[src/rtl/mole_scheduler.sv]
// Whack-a-mole game sequencer: a prescaled game tick drives gap/mole/game timers,
// pops one-hot moles from the RNG index, and scores hits and expired moles.
module mole_scheduler #(
  parameter int TICK_DIV   = 50000000,
  parameter int GAP_TICKS  = 1,
  parameter int MOLE_TICKS = 2,
  parameter int GAME_TICKS = 30,
  parameter int MAX_MISS   = 5
) (
  input  logic       clk,
  input  logic       reset,
  input  logic       start,
  input  logic [3:0] hit_btn,
  input  logic [1:0] rand_sel,
  output logic [3:0] mole,
  output logic [7:0] score,
  output logic [3:0] misses,
  output logic [7:0] time_left,
  output logic       mole_event,
  output logic       game_over
);
  // state | meaning
  // IDLE  | power-up, waiting for start
  // GAP   | no mole shown, counting gap ticks
  // UP    | mole shown, waiting for a hit or expiry
  // DONE  | game finished, results held until start
  typedef enum logic [1:0] {IDLE, GAP, UP, DONE} state_t;

  localparam int            PW       = $clog2(TICK_DIV);
  localparam logic [PW-1:0] PRE_MAX  = PW'(TICK_DIV - 1);
  localparam logic [7:0]    GAP_LD   = 8'(GAP_TICKS);
  localparam logic [7:0]    MOLE_LD  = 8'(MOLE_TICKS);
  localparam logic [7:0]    GAME_LD  = 8'(GAME_TICKS);
  localparam logic [3:0]    MISS_LIM = 4'(MAX_MISS);

  state_t        state;
  logic [PW-1:0] pre;
  logic [7:0]    gap_cnt;
  logic [7:0]    mole_cnt;
  logic [3:0]    hit_btn_q;

  logic       in_play;
  logic       tick;
  logic       hit_match;
  logic       mole_exp;
  logic       miss_now;
  logic [3:0] misses_inc;
  logic       game_end;

  always_comb begin
    in_play    = (state == GAP) || (state == UP);
    tick       = in_play && (pre == PRE_MAX);
    hit_match  = (state == UP) && ((hit_btn & ~hit_btn_q & mole) != 4'b0000);
    mole_exp   = (state == UP) && tick && (mole_cnt == 8'd1);
    // a matching hit on the expiry cycle wins over the miss
    miss_now   = mole_exp && !hit_match;
    misses_inc = misses + 4'd1;
    game_end   = (tick && (time_left == 8'd1)) || (miss_now && (misses_inc == MISS_LIM));
  end

  always_ff @(posedge clk or posedge reset) begin
    if (reset) begin
      state      <= IDLE;
      pre        <= '0;
      gap_cnt    <= 8'd0;
      mole_cnt   <= 8'd0;
      hit_btn_q  <= 4'b0000;
      mole       <= 4'b0000;
      score      <= 8'd0;
      misses     <= 4'd0;
      time_left  <= 8'd0;
      mole_event <= 1'b0;
      game_over  <= 1'b0;
    end else begin
      hit_btn_q  <= hit_btn;
      mole_event <= 1'b0;
      if (in_play) pre <= (pre == PRE_MAX) ? '0 : pre + PW'(1);
      if (tick) time_left <= time_left - 8'd1;

      case (state)
        IDLE, DONE: begin
          if (start) begin
            state     <= GAP;
            pre       <= '0;
            score     <= 8'd0;
            misses    <= 4'd0;
            time_left <= GAME_LD;
            gap_cnt   <= GAP_LD;
            mole      <= 4'b0000;
            game_over <= 1'b0;
          end
        end

        GAP: begin
          if (tick) begin
            gap_cnt <= gap_cnt - 8'd1;
            if (game_end) begin
              state     <= DONE;
              pre       <= '0;
              game_over <= 1'b1;
            end else if (gap_cnt == 8'd1) begin
              state      <= UP;
              pre        <= '0;
              mole       <= 4'b0001 << rand_sel;
              mole_cnt   <= MOLE_LD;
              mole_event <= 1'b1;
            end
          end
        end

        UP: begin
          if (tick) mole_cnt <= mole_cnt - 8'd1;
          // an expiry still counts as a miss even when it ends the game
          if (miss_now) begin
            misses     <= misses_inc;
            mole_event <= 1'b1;
          end
          if (game_end) begin
            state     <= DONE;
            pre       <= '0;
            mole      <= 4'b0000;
            game_over <= 1'b1;
          end else if (hit_match) begin
            state      <= GAP;
            pre        <= '0;
            score      <= (score == 8'hFF) ? score : score + 8'd1;
            mole       <= 4'b0000;
            mole_event <= 1'b1;
            gap_cnt    <= GAP_LD;
          end else if (miss_now) begin
            state   <= GAP;
            pre     <= '0;
            mole    <= 4'b0000;
            gap_cnt <= GAP_LD;
          end
        end

        default: state <= IDLE;
      endcase
    end
  end

endmodule
[config.mk]
export PLATFORM = sky130hd
export DESIGN_NAME = mole_scheduler
export DESIGN_NICKNAME = d
export VERILOG_FILES = /design/src/rtl/mole_scheduler.sv
export SDC_FILE = /design/constraint.sdc
export NUM_CORES = 1
export LEC_CHECK = 0
export ABC_AREA = 1
export BUFFER_PORTS_ARGS = -buffer_cell sky130_fd_sc_hd__buf_4
export CAP_MARGIN = 20
export CORE_ASPECT_RATIO = 0.5
export CORE_UTILIZATION = 55
export CTS_BUF_LIST = sky130_fd_sc_hd__clkbuf_8
export CTS_CLUSTER_DIAMETER = 60
export DETAILED_ROUTE_END_ITERATION = 16
export GPL_TIMING_DRIVEN = 0
export PLACE_DENSITY = 0.83
export SYNTH_ARGS = -nofsm -noshare
export SYNTH_HDL_FRONTEND = slang
export SYNTH_SLANG_ARGS = --single-unit
[constraint.sdc]
create_clock -name clk -period 4 [get_ports clk]
set_input_delay 1 -clock clk [delete_from_list [all_inputs] [get_ports clk]]
set_output_delay 1 -clock clk [all_outputs]
set_load 0.01 [all_outputs]
# --- Word level (Yosys, flattened, before mapping) ---
# Cells that the tools add are included.
word_totals:
  wordCells: 122
  latchBits: 0
  mem_bits_ro: 0
  ram_bits: 0
  mem_count: 0
  input_bits: 9
  regBits: 74
op_classes:
  shifts: 1
  eq_ne: 21
  n_mux: 58
  n_mul: 0
  reduce_logical: 22
  bitwise: 3
  n_div: 0
  n_lt_le_gt_ge: 0
  n_addsub: 6
op_table:
  columns: ["operator", "count"]
  rows:
  - ["$mux W26", 9]
  - ["$mux W8", 16]
  - ["$pmux W26 S3", 1]
  - ["$mux W4", 8]
  - ["$pmux W8 S2", 2]
  - ["$add A26 B1 Y26 const B", 1]
  - ["$eq A26 B26 Y1 const B", 1]
  - ["$eq A8 B1 Y1 const B", 3]
  - ["$pmux W8 S3", 1]
  - ["$sub A8 B1 Y8 const B", 3]
  - ["$ne A2 B2 Y1 const B", 8]
  - ["$reduce_and A5 Y1", 3]
  - ["$mux W2", 7]
  - ["$pmux W4 S3", 1]
  - ["$mux W1", 9]
  - ["$add A8 B1 Y8 const B", 1]
  - ["$and A4 B4 Y4", 2]
  - ["$eq A8 B8 Y1 const B", 1]
  - ["$pmux W4 S2", 1]
  - ["$reduce_and A4 Y1", 2]
  - ["$logic_and A1 B1 Y1", 7]
  - ["$pmux W2 S3", 1]
  - ["$add A4 B1 Y4 const B", 1]
  - ["$eq A2 B2 Y1 const B", 2]
  - ["other kinds (18)", 20]

# --- Logic depth before layout (Yosys ltp) ---
# Gate-level depths: netlist of run 1.
depth:
  depth_word: 12
  mapped_depth: 15
  ltp_nobuf: 14

# --- Worst setup path before layout of run 1 ---
# OpenSTA, ideal clock, no wires.
synth_path:
  path_type: "input -> register"
  start: "in hit_btn[0]"
  end: "reg mole[0]"
  path_buffers: 0
  stages: 11
  t_arrival_ps: 1963
  setup_time_ps: 117
  slack_ps: 1920
  required_time_ps: 3883
  path_cell_list: "nand2_1 -> nor2_1 -> nor2_1 -> nand3_1 -> nand2_1 -> nand3_2 -> nand2_4 -> o21bai_2 -> nand2_1 -> nand2_1 -> nand2_1"
synth_between:
  elab_chain_cells: 10
  elab_cells_between_ends: 14
synth_lines:
  columns: ["item", "line", "source"]
  rows:
  - ["start, declared", "13", "input logic [3:0] hit_btn,"]
  - ["$and A4 B4 Y4 * (2 in a row)", "53", "hit_match = (state == UP) && ((hit_btn & ~hit_btn_q & mole) != 4'b0000);"]
  - ["$reduce_bool A4 Y1 *", "53", null]
  - ["$logic_and A1 B1 Y1 *", "53", null]
  - ["$logic_not A1 Y1", "56", "miss_now = mole_exp && !hit_match;"]
  - ["$logic_and A1 B1 Y1", "56", null]
  - ["$logic_and A1 B1 Y1", "58", "game_end = (tick && (time_left == 8'd1)) || (miss_now && (misses_inc == MISS_LIM));"]
  - ["$logic_or A1 B1 Y1", "58", null]
  - ["$ne A4 B4 Y1 (no line), or another cell as far along", null, null]
  - ["$reduce_and A5 Y1 (no line) or $pmux W4 S3 (tied branches)", null, null]
  - ["end signal, assigned", "104", "mole <= 4'b0001 << rand_sel;"]
  - ["end, declared", "15", "output logic [3:0] mole,"]
# Every way passes the cells marked *; elsewhere a longest branch is shown, timed or not.
# A chain may end at the register's enable or synchronous reset.

# --- Worst setup path after layout of run 1 ---
layout_path:
  start: "reg state[0]"
  end: "reg mole[1]"
layout_between:
  elab_chain_cells: 10
  elab_cells_between_ends: 24
layout_lines:
  columns: ["item", "line", "source"]
  rows:
  - ["start, declared", "36", "state_t state;"]
  - ["start signal, assigned", "63", "state <= IDLE;"]
  - ["start signal, assigned", "83", "state <= GAP;"]
  - ["start signal, assigned", "98", "state <= DONE;"]
  - ["$eq A2 B1 Y1 or $eq A2 B2 Y1 (tied branches)", null, null]
  - ["$logic_or A1 B1 Y1", "51", "in_play = (state == GAP) || (state == UP);"]
  - ["$logic_and A1 B1 Y1", "52", "tick = in_play && (pre == PRE_MAX);"]
  - ["$logic_and A1 B1 Y1 (2 in a row)", "54", "mole_exp = (state == UP) && tick && (mole_cnt == 8'd1);"]
  - ["$logic_and A1 B1 Y1", "56", null]
  - ["$logic_and A1 B1 Y1", "58", null]
  - ["$logic_or A1 B1 Y1", "58", null]
  - ["$ne A4 B4 Y1 (no line), or another cell as far along", null, null]
  - ["$reduce_and A5 Y1 (no line) or $pmux W4 S3 (tied branches)", null, null]
# Several ways; a longest one is shown, not always the timed one.

==> results of run 1 <==
## per-layer routing
metal / GRT usage (%) / vias up / routed length, um / share of wire (%)
li1: - / 1936 / - / -
met1: 31.8 / 1808 / 4450 / 47
met2: 42.3 / 118 / 4430 / 46
met3: 6.47 / 17 / 565 / 5.9
met4: 7.27 / 0 / 127 / 1.3
met5: 0 / - / 0 / 0
## cell usage in the layout, fill, tap and decap left out, types with 12 or more instances in the layout
| cell type | count |
|---|---|
| sky130_fd_sc_hd__o21ai_0 | 25 |
| sky130_fd_sc_hd__nand2_2 | 12 |
| sky130_fd_sc_hd__inv_1 | 63 |
| sky130_fd_sc_hd__nand3_1 | 39 |
| sky130_fd_sc_hd__buf_4 | 35 |
| sky130_fd_sc_hd__xor2_1 | 23 |
| sky130_fd_sc_hd__nor3_1 | 23 |
| sky130_fd_sc_hd__o21ai_2 | 14 |
| sky130_fd_sc_hd__nor2_1 | 58 |
| sky130_fd_sc_hd__nand2_1 | 115 |
| sky130_fd_sc_hd__a21oi_1 | 27 |
| sky130_fd_sc_hd__ha_1 | 12 |
| sky130_fd_sc_hd__dfrtp_1 | 74 |
## synthesized netlist by cell type (4+ instances only)
master,count,area share (%)
sky130_fd_sc_hd__or2_2,6,0.83
sky130_fd_sc_hd__o21ai_2,14,2.7
sky130_fd_sc_hd__dfrtp_1,74,41
sky130_fd_sc_hd__nand3_1,39,4.3
sky130_fd_sc_hd__nor2_1,58,4.8
sky130_fd_sc_hd__xor2_1,23,4.5
sky130_fd_sc_hd__inv_1,64,5.3
sky130_fd_sc_hd__o21ai_0,25,2.8
sky130_fd_sc_hd__nor3_1,23,2.6
sky130_fd_sc_hd__ha_1,12,3.3
sky130_fd_sc_hd__nand2_4,4,1.0
sky130_fd_sc_hd__nand2_1,115,9.6
sky130_fd_sc_hd__nand2_2,12,1.7
sky130_fd_sc_hd__nand4_1,11,1.5
sky130_fd_sc_hd__xnor2_1,8,1.6
sky130_fd_sc_hd__nor4_1,4,0.55
sky130_fd_sc_hd__nand3b_1,4,0.67
sky130_fd_sc_hd__clkbuf_1,5,0.42
sky130_fd_sc_hd__a21oi_1,27,3.0
## worst max-delay path, stage by stage (launching register included)
cell and delay, ps:
sky130_fd_sc_hd__dfrtp_1 360, sky130_fd_sc_hd__inv_1 60, sky130_fd_sc_hd__ha_1 390, sky130_fd_sc_hd__inv_1 200, sky130_fd_sc_hd__nand3_4 200, sky130_fd_sc_hd__clkinv_2 140, sky130_fd_sc_hd__nand3_4 120, sky130_fd_sc_hd__nand2_4 110
sky130_fd_sc_hd__o21bai_2 320, sky130_fd_sc_hd__nand2_1 180, sky130_fd_sc_hd__nand2_1 120, sky130_fd_sc_hd__nand2_1 60
## power by group through the flow
stage	logic [mW]	clock network, mW	registers (mW)
finish	1.17	0.831	0.905
global route	1.31	0.877	0.914
CTS	1.16	0.840	0.904
detailed placement	1.15	0	0.916
global placement	1.13	0	0.912
floorplan	0.848	0	0.916
## metrics by stage
step	hold WS [ps]	cell area [um2]
floorplan	474	4510
global placement	485	4900
detailed placement	482	4930
CTS	501	5220
global route	539	5220
finish	502	5220
## flip-flops by register name, summed over array words and instances (netlist names)
register and cells:
misses 4, time_left 8, gap_cnt 8, hit_btn_q 4, score 8, game_over 1
mole 4, mole_cnt 8, state 2, mole_event 1, pre 26
## how the worst min path moves through the flow
stage | start | end | slack, ps | depth (start not counted)
final | time_left[7]$_DFF_PP0_ | time_left[7]$_DFF_PP0_ | 500 | 1
after global routing | mole[3]$_DFFE_PP0P_ | mole[3]$_DFFE_PP0P_ | 540 | 2
after CTS | time_left[7]$_DFF_PP0_ | time_left[7]$_DFF_PP0_ | 500 | 1
after detailed placement | time_left[7]$_DFF_PP0_ | time_left[7]$_DFF_PP0_ | 480 | 1
after global placement | time_left[7]$_DFF_PP0_ | time_left[7]$_DFF_PP0_ | 480 | 1
after floorplan | pre[1]$_DFF_PP0_ | pre[1]$_DFF_PP0_ | 470 | 2
## cell families (layout without fill, tap and decap cells)
logic type,Yosys count,count (layout)
xor+xnor,31,31
fa+ha+maj,12,12
buf+inv,83,134
flops,74,74
compound gates,79,79
simple gates,289,289
## cell type report
| class | instances | area [um2] | share of cell area (%) |
|---|---|---|---|
| multi-input combinational | 411 | 2300 | 44.1 |
| timing repair buffer | 35 | 283 | 5.42 |
| sequential | 74 | 1850 | 35.5 |
| tap | 108 | 135 | 2.59 |
| inverter | 71 | 273 | 5.22 |
| clock buffer | 9 | 124 | 2.37 |
| buffer | 12 | 86.3 | 1.65 |
| clock inverter | 7 | 165 | 3.16 |
==> metrics.log, run 1 <==
INFO  metric run_status = finished, final reports clean
INFO  metric drc = 0
INFO  metric final.setup.tns = 0 ps
INFO  metric globalRouteTotalUtil = 25.0%
INFO  metric row_cnt = 22
INFO  metric antenna_violating_nets_post_route = 0
INFO  metric cts_buffers = 9
INFO  metric rsz0062_at_grt = false
INFO  metric globalRoute.totalOverflow = 0
INFO  metric dp_hpwl = 7070 um
INFO  metric worst-endpoint-arrival = about 2600 ps
INFO  metric cp_data_required_time = 4260 ps
INFO  metric slew_headroom = 62.2%
INFO  metric synth_async_sr_flop_share = 100%
INFO  metric place_inst = about 700
INFO  metric synth_xor_area_share = 6.02%
INFO  metric final_max_slew_viol_count = 0
INFO  metric cts_num_sinks = 74
INFO  metric detail_route.iter0.violations = 217
INFO  metric number_of_levels_the_h_tree_was_split_into = 3
INFO  metric power.internal = ~1.7 mW
INFO  metric layout-area-overhead-vs-synth = 15.7%
INFO  metric io-pin-count = 35
INFO  metric gp_congestion = 0.886
INFO  metric final_layout_size_suffix_gt1_share = 18.3%
INFO  metric fmaxAchievable = 0.420 GHz
INFO  metric synth.yosys.seq_area_share = roughly 41%
INFO  metric io_buffer_count = 34
INFO  metric wl_per_cell = ~13 um
INFO  metric grt_pass1_vias = 3715
INFO  metric finish.utilization = 68.5%
INFO  metric element_type_at_the_critical_path_start = flop
INFO  metric clock-root-buffer = sky130_fd_sc_hd__clkbuf_8
INFO  metric routed_wl = 9570 um
INFO  metric power.net_switching = 1.16 mW
INFO  metric ys_warn_count = 0
INFO  metric cts.repair.resized = 0
INFO  metric nFillCells = 599
INFO  metric maxCapViolCount = 0
INFO  metric grt_start_max_net_pins = 57
INFO  metric grt_first_pass_wirelength = 16600 um
INFO  metric dieWidth = 130 um
INFO  metric timing_worst_slew_pin_value = around 570 ps
INFO  metric synth_cells = 568
INFO  metric layout_worst_path_cycle_share = 59.5%
INFO  metric antenna_cells = 0
INFO  metric crit_start = state[0]$_DFFE_PP0P_
INFO  metric synth.distinct_cells = 45
INFO  metric clock_power_share = 28.6%
INFO  metric coreArea = 7620 um2
INFO  metric final-setup-viol-count = 0
INFO  metric finalNetCount = 635
INFO  metric setup_ws = roughly 1600 ps
INFO  metric start_util = 59.2%
INFO  metric synthSimpleGateAreaFrac = 31.0%
INFO  metric synthFlopType = sky130_fd_sc_hd__dfrtp_1
INFO  metric insertion_delay = 360 ps
INFO  metric clkTransAtPathRegs = 80 ps
INFO  metric via_count = around 3.9k
INFO  metric initial_antenna_violation_count = 0
INFO  metric worstRegToRegCells = 11
INFO  metric cts_hold_buf = 0
INFO  metric complex_gate_fraction_of_the_synthesized_area = 10.7%
INFO  metric synth.avg_cell_area = about 7.9 um2
INFO  metric crit-reg2reg-launch = state[0]$_DFFE_PP0P_
INFO  metric placement.setup.worst_slack = 1490 ps
INFO  metric synth_fp_nets = 589
INFO  metric clock_tree.buffer_depth = 2
INFO  metric final_non_filler_cell_total = 727
INFO  metric cp_endpoint_kind = flop
INFO  metric finClkSkew = 10.3 ps
INFO  metric synth_edf_count = 0
INFO  metric regToRegEndpoint = mole[1]$_DFFE_PP0P_
INFO  metric die_area = 8590 um2
INFO  metric number_of_optimization_iterations_in_the_first_detailed_route_pass = 5
INFO  metric reg2reg_setup_slack = 1620 ps
INFO  metric post_cts_setup_repair_bufs = 0
INFO  metric path_class = flop to flop
INFO  metric timing.critical_path.to = mole[1]$_DFFE_PP0P_
INFO  metric die_height = 66.0 um
INFO  metric worst_hold_path_type = flop to flop
INFO  metric critical_path_peak_fanout = 8
INFO  metric pwr-share-seq = 31.2%
INFO  metric pwr-share-comb = 40.2%
INFO  metric report.power.total = 2.91 mW
INFO  metric post_synth_instance_area = around 4500 um2
INFO  metric post_synth_fa_ha_maj_area_fraction = 3.33%
INFO  metric power.switching_fraction = 40.0%
INFO  metric yosys_register_bits = 74
INFO  metric post-route-min-period = 2380 ps
INFO  metric number_of_vias_per_cell_after_detailed_routing = 5.34
INFO  metric ir_drop = ~0.30 mV
INFO  metric synth_top_family_by_area = simple AND/OR/NAND/NOR gates
INFO  metric synthMuxAreaShare = 0%
INFO  metric cts_tree = yes
INFO  metric power_per_cell_area = 556 nW/um2
INFO  metric finalHoldViolations = 0
INFO  metric cellLeakagePower = 2.41 nW
Power figures use the tool's default switching activity.
==> run 2: changes to the inputs <==
--- a/config.mk
+++ b/config.mk
@@ -14,7 +14,7 @@
 export CTS_CLUSTER_DIAMETER = 60
 export DETAILED_ROUTE_END_ITERATION = 16
 export GPL_TIMING_DRIVEN = 0
-export PLACE_DENSITY = 0.83
+export PLACE_DENSITY = 0.86
 export SYNTH_ARGS = -nofsm -noshare
 export SYNTH_HDL_FRONTEND = slang
 export SYNTH_SLANG_ARGS = --single-unit
==> constraint.sdc (replaced) <==
create_clock -name clk -period 2 [get_ports clk]
set_input_delay 0.5 -clock clk [delete_from_list [all_inputs] [get_ports clk]]
set_output_delay 0.5 -clock clk [all_outputs]
set_load 0.01 [all_outputs]
==> run 2 against run 1 <==
The run now ends with setup timing left. Clock power rose by 88%. Setup slack got worse by 1900 ps. Design area rose by 13%. Clock-buffer cell count did not move. Die area did not move. Sequential power rose by 100%. Combinational power rose to 3.2 times the previous value. Wire length rose by 62%. Critical path depth fell by 3. Register-to-register slack got worse by 1900 ps. Power rose by 150%. Worst hold slack got worse by 340 ps. Highest routed layer unchanged.
==> metrics.log, run 2 (synthesized netlist as in run 1, its figures left out) <==
INFO  metric wl_per_cell = 20.4 um (+55%)
INFO  metric setup_ws = -296 ps (-1910 ps)
INFO  metric routed_wl = 15500 um (+62%)
INFO  metric pwr-share-seq = 25.9% (-5.3 points)
INFO  metric finClkSkew = 18.2 ps (+7.90 ps)
INFO  metric run_status = finished with violations
INFO  metric path_class = flop to flop
INFO  metric clock_tree.buffer_depth = 2 (unchanged)
INFO  metric element_type_at_the_critical_path_start = flop
INFO  metric critical_path_peak_fanout = 4 (-4)
INFO  metric crit_top_cell = sky130_fd_sc_hd__nor3_1
INFO  metric most_flop_heavy_register = pre
INFO  metric clkTransAtPathRegs = 90 ps (about the same)
INFO  metric detail_route.iter0.violations = 846 (+290%)
INFO  metric critical-path-max-stage-delay = 420 ps (+30 ps)
INFO  metric power_per_cell_area = 1210 nW/um2 (+120%)
INFO  metric coreArea = 7620 um2 (unchanged)
INFO  metric maxCapViolCount = 0 (unchanged)
INFO  metric finalHoldViolations = 0 (unchanged)
INFO  metric ir_drop = 0.562 mV (+87%)
INFO  metric power.net_switching = 3.25 mW (+180%)
INFO  metric fmaxAchievable = 0.435 GHz (+3.7%)
INFO  metric start_util = 59.2% (unchanged)
INFO  metric cts_num_sinks = 74 (unchanged)
INFO  metric report.power.total = 7.15 mW (+150%)
INFO  metric final_max_slew_viol_count = 0 (unchanged)
INFO  metric die_area = 8590 um2 (unchanged)
INFO  metric largest_register_ffs = 26 (unchanged)
INFO  metric via_count = 4857 (+25%)
INFO  metric cts_hold_buf = 0 (unchanged)
INFO  metric io-pin-count = 35 (unchanged)
INFO  metric antenna_violating_nets_post_route = 0 (unchanged)
INFO  metric cts_buffers = 9 (unchanged)
INFO  metric worst-endpoint-arrival = 2590 ps (-50 ps)
INFO  metric finalNetCount = 672 (+5.8%)
INFO  metric gp_congestion = 0.905 (+2.1%)
INFO  metric number_of_vias_per_cell_after_detailed_routing = 6.37 (+19%)
INFO  metric cp_data_required_time = 2290 ps (-1970 ps)
INFO  metric crit_chain = inv_1, nor3_1, nand4_1, nor3_1, inv_1, nor3_1, o21ai_0, a21oi_1
INFO  metric clock-root-buffer = sky130_fd_sc_hd__clkbuf_8
INFO  metric final_layout_size_suffix_gt1_share = 31.5% (+13 points)
INFO  metric layout.cells.most_common = sky130_fd_sc_hd__nand2_1
INFO  metric layout_worst_path_cycle_share = 115% (+55 points)
INFO  metric cp_endpoint_kind = flop
INFO  metric grt_start_max_net_pins = 30 (-47%)
INFO  metric violations = setup timing
INFO  metric cts_tree = yes
INFO  metric number_of_optimization_iterations_in_the_first_detailed_route_pass = 7 (+2)
INFO  metric power.internal = 3.90 mW (+120%)
INFO  metric slew_headroom = 62.3% (+0.12 points)
INFO  metric post-route-min-period = 2300 ps (-85.6 ps)
INFO  metric placement.setup.worst_slack = -304 ps (-1790 ps)
INFO  metric die_height = 66.0 um (unchanged)
INFO  metric nFillCells = 395 (-34%)
INFO  metric layout-area-overhead-vs-synth = 30.8%
INFO  metric row_cnt = 22 (unchanged)
INFO  metric dp_hpwl = 6990 um (-1.1%)
INFO  metric cellLeakagePower = 2.71 nW (+12%)
INFO  metric grt_first_pass_wirelength = 19100 um (+15%)
INFO  metric number_of_levels_the_h_tree_was_split_into = 3 (unchanged)
INFO  metric antenna_cells = 0 (unchanged)
INFO  metric final-setup-viol-count = 65 (+65)
INFO  metric insertion_delay = 380 ps (+20 ps)
INFO  metric crit_path_top_delay_cell = sky130_fd_sc_hd__dfrtp_1
INFO  metric globalRouteTotalUtil = 29.7% (+4.6 points)
INFO  metric power.switching_fraction = 45.5% (+5.5 points)
INFO  metric rsz0062_at_grt = true
INFO  metric globalRoute.totalOverflow = 0 (unchanged)
INFO  metric clock_power_share = 21.8% (-6.8 points)
INFO  metric dieWidth = 130 um (unchanged)
INFO  metric io_buffer_count = 34 (unchanged)
INFO  metric mostFrequentLayoutCells = sky130_fd_sc_hd__nand2_1 (96), sky130_fd_sc_hd__dfrtp_1 (73), sky130_fd_sc_hd__buf_4 (61)
INFO  metric drc = 0 (unchanged)
INFO  metric area.sequential = 1850 um2 (about the same)
INFO  metric initial_antenna_violation_count = 0 (unchanged)
INFO  metric multi_input_comb_area = 2630 um2 (+14%)
INFO  metric timing_worst_slew_pin_value = 565 ps (-1.78 ps)
INFO  metric worst_hold_path_type = primary input to asynchronous set/reset pin
INFO  metric grt_pass1_vias = 4189 (+13%)
INFO  metric pwr-share-comb = 52.3% (+12 points)
==> run 2: cell types whose count changed in the layout (fill, tap and decap cells not counted), sizes merged <==
cell	change
buf	+35
bufinv	-1
clkbuf	+2
clkinv	+1
inv	-1
==> run 2: per-layer routing <==
layer  wire [um]  vias up  GRT usage, %
met5           0        -             0
met4        1140        0          16.7
met3        1760      153          7.85
met2        6900      469          49.8
met1        5740     2222          34.9
li1            -     2013             -
==> run 2: final cells by class <==
class | instances | area share, %
multi-input combinational | 411 | 44.6
buffer | 12 | 1.80
timing repair buffer | 72 | 10.6
clock buffer | 9 | 2.10
inverter | 71 | 4.94
clock inverter | 6 | 2.21
tap | 108 | 2.29
sequential | 74 | 31.4
==> run 2: worst max-delay path: cells and delay by family (launching register included) <==
kind	cells	cell delay (ps)
AOI/OAI and AO/OA	2	240
buffers and inverters	2	280
DFF	1	420
and+or+nand+nor	4	1260
==> run 2: what timing repair did <==
action	4_1_cts	5_1_grt
endpoints found under the hold margin	0	0
pin swaps	13	21
setup buffers	19	15
endpoints found under the setup margin	60	63
gates resized for setup	43	69
cloned	2	1
==> run 2: final timing paths <==
| check | endpoint | slack (ps) | cells after the start | startpoint |
|---|---|---|---|---|
| max | pre[15]$_DFF_PP0_ | -300 | 8 | pre[6]$_DFF_PP0_ |
| min | gap_cnt[5]$_DFFE_PP0P_ | 160 | 2 | reset |
| max reg2reg | pre[15]$_DFF_PP0_ | -300 | 8 | pre[6]$_DFF_PP0_ |
| min reg2reg | mole[3]$_DFFE_PP0P_ | 530 | 2 | mole[3]$_DFFE_PP0P_ |
| max in group asynchronous | pre[3]$_DFF_PP0_ | 1120 | 4 | reset |
| min in group clk | hit_btn_q[1]$_DFF_PP0_ | 230 | 1 | hit_btn[1] |
==> run 2: power by group through the flow <==
stage | logic, mW | clock network (mW) | registers [mW]
after floorplan | 1.70 | 0 | 1.83
after global placement | 2.25 | 0 | 1.82
after detailed placement | 2.31 | 0 | 1.83
after CTS | 2.87 | 1.53 | 1.81
after global routing | 3.90 | 1.61 | 1.86
final | 3.74 | 1.56 | 1.85
==> run 2: stage by stage <==
step	cells	util, %	area, um2	TNS (ps)	hold WS [ps]
after floorplan	568	-	4520	0	474
after global placement	710	64.3	4910	-7680	485
after detailed placement	712	64.9	4950	-11100	494
after CTS	747	72.7	5540	-156	183
after global routing	763	77.4	5900	-21420	210
final	763	77.4	5900	-9920	158
==> run 3: changes to the inputs <==
--- a/config.mk
+++ b/config.mk
@@ -9,12 +9,13 @@
 export BUFFER_PORTS_ARGS = -buffer_cell sky130_fd_sc_hd__buf_4
 export CAP_MARGIN = 20
 export CORE_ASPECT_RATIO = 0.5
-export CORE_UTILIZATION = 55
+export CORE_UTILIZATION = 40
 export CTS_BUF_LIST = sky130_fd_sc_hd__clkbuf_8
 export CTS_CLUSTER_DIAMETER = 60
 export DETAILED_ROUTE_END_ITERATION = 16
 export GPL_TIMING_DRIVEN = 0
-export PLACE_DENSITY = 0.86
+export PLACE_DENSITY = 0.68
+export REMOVE_ABC_BUFFERS = 1
 export SYNTH_ARGS = -nofsm -noshare
 export SYNTH_HDL_FRONTEND = slang
 export SYNTH_SLANG_ARGS = --single-unit
==> run 3 against run 2 <==
The run ends with DRC, setup timing left. Wire length is 29% lower. Power is 6.3% lower. Via count is 17% lower. Design area is 1.6% lower. Utilization is 22 points lower. Clock skew is 1.3 ps lower. Critical path depth is 4 higher. Critical path type unchanged. Worst hold slack worse by 69 ps. Clock-buffer cell count stayed put. Final cell count is 3.5% higher. Combinational power is 1% lower. First-iteration DRC count is 71% lower. Highest routed layer unchanged.
==> metrics.log, run 3 (synthesized netlist as in run 1, its figures left out) <==
INFO  metric run_status = finished with violations
INFO  metric violations = DRC, setup timing
INFO  metric final_max_slew_viol_count = 0 (unchanged)
INFO  metric grt_pass1_vias = 3755 (-10%)
INFO  metric most_flop_heavy_register = pre
INFO  metric maxCapViolCount = 0 (unchanged)
INFO  metric routed_wl = 11000 um (-29%)
INFO  metric gp_congestion = 0.852 (-5.9%)
INFO  metric grt_start_max_net_pins = 55 (+83%)
INFO  metric layout.cells.most_common = sky130_fd_sc_hd__nand2_1
INFO  metric mostFrequentLayoutCells = sky130_fd_sc_hd__nand2_1 (94), sky130_fd_sc_hd__dfrtp_1 (73), sky130_fd_sc_hd__buf_4 (64)
INFO  metric placement.setup.worst_slack = -1020 ps (-716 ps)
INFO  metric grt_first_pass_wirelength = 17900 um (-6.5%)
INFO  metric multi_input_comb_area = 2650 um2 (+0.76%)
INFO  metric power.net_switching = 3.06 mW (-5.8%)
INFO  metric cts_tree = yes
INFO  metric start_util = 42.7% (-16 points)
INFO  metric layout-area-overhead-vs-synth = 28.7%
INFO  metric dp_hpwl = 6720 um (-3.9%)
INFO  metric number_of_vias_per_cell_after_detailed_routing = 5.13 (-19%)
INFO  metric timing_worst_slew_pin_value = 659 ps (+93.9 ps)
INFO  metric fin_hold_ws = 89.1 ps (-69.3 ps)
INFO  metric pwr-share-comb = 55.1% (+2.8 points)
INFO  metric setup_ws = -105 ps (+191 ps)
INFO  metric cp_data_required_time = 2270 ps (-20 ps)
INFO  metric pwr-share-seq = 27.1% (+1.2 points)
INFO  metric antenna_cells = 0 (unchanged)
INFO  metric antenna_violating_nets_post_route = 0 (unchanged)
INFO  metric wl_per_cell = 14.0 um (-31%)
INFO  metric initial_antenna_violation_count = 0 (unchanged)
INFO  metric via_count = 4053 (-17%)
INFO  metric layout_worst_path_cycle_share = 105% (-9.6 points)
INFO  metric largest_register_ffs = 26 (unchanged)
INFO  metric fmaxAchievable = 0.475 GHz (+9.1%)
INFO  metric cellLeakagePower = 2.58 nW (-4.9%)
INFO  metric globalRouteTotalUtil = 19.2% (-10 points)
INFO  metric number_of_levels_the_h_tree_was_split_into = 3 (unchanged)
INFO  metric path_buf_inv = 6 (+4)
INFO  metric insertion_delay = 370 ps (about the same)
INFO  metric finClkSkew = 16.9 ps (-1.34 ps)
INFO  metric io_buffer_count = 34 (unchanged)
INFO  metric power.internal = 3.64 mW (-6.6%)
INFO  metric crit_path_top_delay_cell = sky130_fd_sc_hd__dfrtp_1
INFO  metric crit_chain = inv_1, ha_4, clkinvlp_4, buf_12, nor2_4, buf_4, a21oi_1, nand2_2, inv_4, buf_4, a21oi_1, nor2_1
INFO  metric drc = 4 (+4)
INFO  metric die_height = 77.1 um (+17%)
INFO  metric final.setup.tns = -578 ps (+9340 ps)
INFO  metric final-setup-viol-count = 21 (-68%)
INFO  metric critical-path-max-stage-delay = 370 ps (-50 ps)
INFO  metric cts_hold_buf = 0 (unchanged)
INFO  metric io-pin-count = 35 (unchanged)
INFO  metric clock_power_share = 17.8% (-4.0 points)
INFO  metric post-route-min-period = 2100 ps (-191 ps)
INFO  metric detail_route.iter0.violations = 248 (-71%)
INFO  metric worst_hold_path_type = primary input to asynchronous set/reset pin
INFO  metric row_cnt = 26 (+18%)
INFO  metric clock-root-buffer = sky130_fd_sc_hd__clkbuf_8
INFO  metric power.switching_fraction = 45.7% (+0.21 points)
INFO  metric cts_buffers = 9 (unchanged)
INFO  metric coreArea = 10600 um2 (+39%)
INFO  metric rsz0062_at_grt = true
INFO  metric ir_drop = 0.628 mV (+12%)
INFO  metric final_layout_size_suffix_gt1_share = 30.5% (-0.99 points)
INFO  metric finalNetCount = 666 (-0.89%)
INFO  metric element_type_at_the_critical_path_start = flop
INFO  metric globalRoute.totalOverflow = 0 (unchanged)
INFO  metric cts_num_sinks = 74 (unchanged)
INFO  metric clkTransAtPathRegs = 90 ps (about the same)
INFO  metric area.sequential = 1850 um2 (unchanged)
INFO  metric worst-endpoint-arrival = 2370 ps (-220 ps)
INFO  metric number_of_optimization_iterations_in_the_first_detailed_route_pass = 10 (+3)
INFO  metric clock_tree.buffer_depth = 2 (unchanged)
INFO  metric report.power.total = 6.70 mW (-6.3%)
INFO  metric path_class = flop to flop
INFO  metric nFillCells = 925 (+130%)
INFO  metric power_per_cell_area = 1150 nW/um2 (-4.8%)
INFO  metric finalHoldViolations = 0 (unchanged)
INFO  metric dieWidth = 152 um (+17%)
INFO  metric die_area = 11700 um2 (+37%)
INFO  metric cp_endpoint_kind = flop
INFO  metric slew_headroom = 56.0% (-6.3 points)
INFO  metric kind_of_cell_adding_the_most_delay_to_the_critical_path = buffers and inverters
INFO  metric critical_path_peak_fanout = 4 (unchanged)
==> run 3: cell types whose count changed in the layout (fill, tap and decap cells not counted), moves of 3 or more <==
cell                         change
sky130_fd_sc_hd__nor2_2          -5
sky130_fd_sc_hd__nand2_2        +12
sky130_fd_sc_hd__clkinvlp_4      +5
sky130_fd_sc_hd__nand2_8         +5
sky130_fd_sc_hd__inv_2           -4
sky130_fd_sc_hd__nand2_4        -10
sky130_fd_sc_hd__buf_4           +3
sky130_fd_sc_hd__bufinv_16       -3
sky130_fd_sc_hd__buf_6           -7
sky130_fd_sc_hd__o21ai_0         +4
sky130_fd_sc_hd__clkbuf_1        -4
sky130_fd_sc_hd__nor2_1          +4
==> run 3: what timing repair did <==
action	in CTS	in global routing
gates resized for setup	33	52
pin swaps	9	18
cloned	4	2
buffers inserted	23	14
setup endpoints to repair	65	65
==> run 3: path summary, 6_finish.rpt <==
path,start,to,slack [ps],cells after the start
min in group clk,hit_btn[1],hit_btn_q[1]$_DFF_PP0_,240,1
max in group asynchronous,reset,score[4]$_DFFE_PP0P_,1360,3
setup reg to reg,state[0]$_DFFE_PP0P_,gap_cnt[0]$_DFFE_PP0P_,-100,12
setup / recovery,state[0]$_DFFE_PP0P_,gap_cnt[0]$_DFFE_PP0P_,-100,12
hold / removal,reset,pre[22]$_DFF_PP0_,90,2
hold reg to reg,time_left[7]$_DFF_PP0_,time_left[7]$_DFF_PP0_,510,1
==> run 3: metrics by stage <==
step	utilization, %	cell area, um2	instances
finish	54.9	5810	790
global route	54.9	5810	790
CTS	51.9	5490	774
detailed placement	46.2	4890	731
global placement	45.9	4860	730
floorplan	-	4430	556
==> run 3: power by group through the flow <==
stage | Clock, mW | Combinational [mW] | Sequential [mW]
3_3_place_gp | 0 | 2.08 | 1.83
3_5_place_dp | 0 | 2.12 | 1.83
2_1_floorplan | 0 | 1.53 | 1.83
4_1_cts | 1.21 | 2.97 | 1.81
6_report | 1.19 | 3.69 | 1.82
5_1_grt | 1.28 | 3.94 | 1.85
==> run 3: layout make-up <==
cell class              instances  area share [%]
repair buffers                 72            10.7
repair inverters                1           0.129
well taps                     140            3.02
inverters                      71            5.19
flip-flops and latches         74            31.9
clock inverters                 7            1.23
multi-input cells             416            45.7
clock buffers                   9            2.13
==> run 3: per-layer routing <==
layer,global-route usage (%),share of wire [%],vias up
met3,5.09,4.7,18
met2,30.5,46,97
met5,0,0,-
met4,6.43,1.5,0
met1,25.4,48,1923
li1,-,-,2015
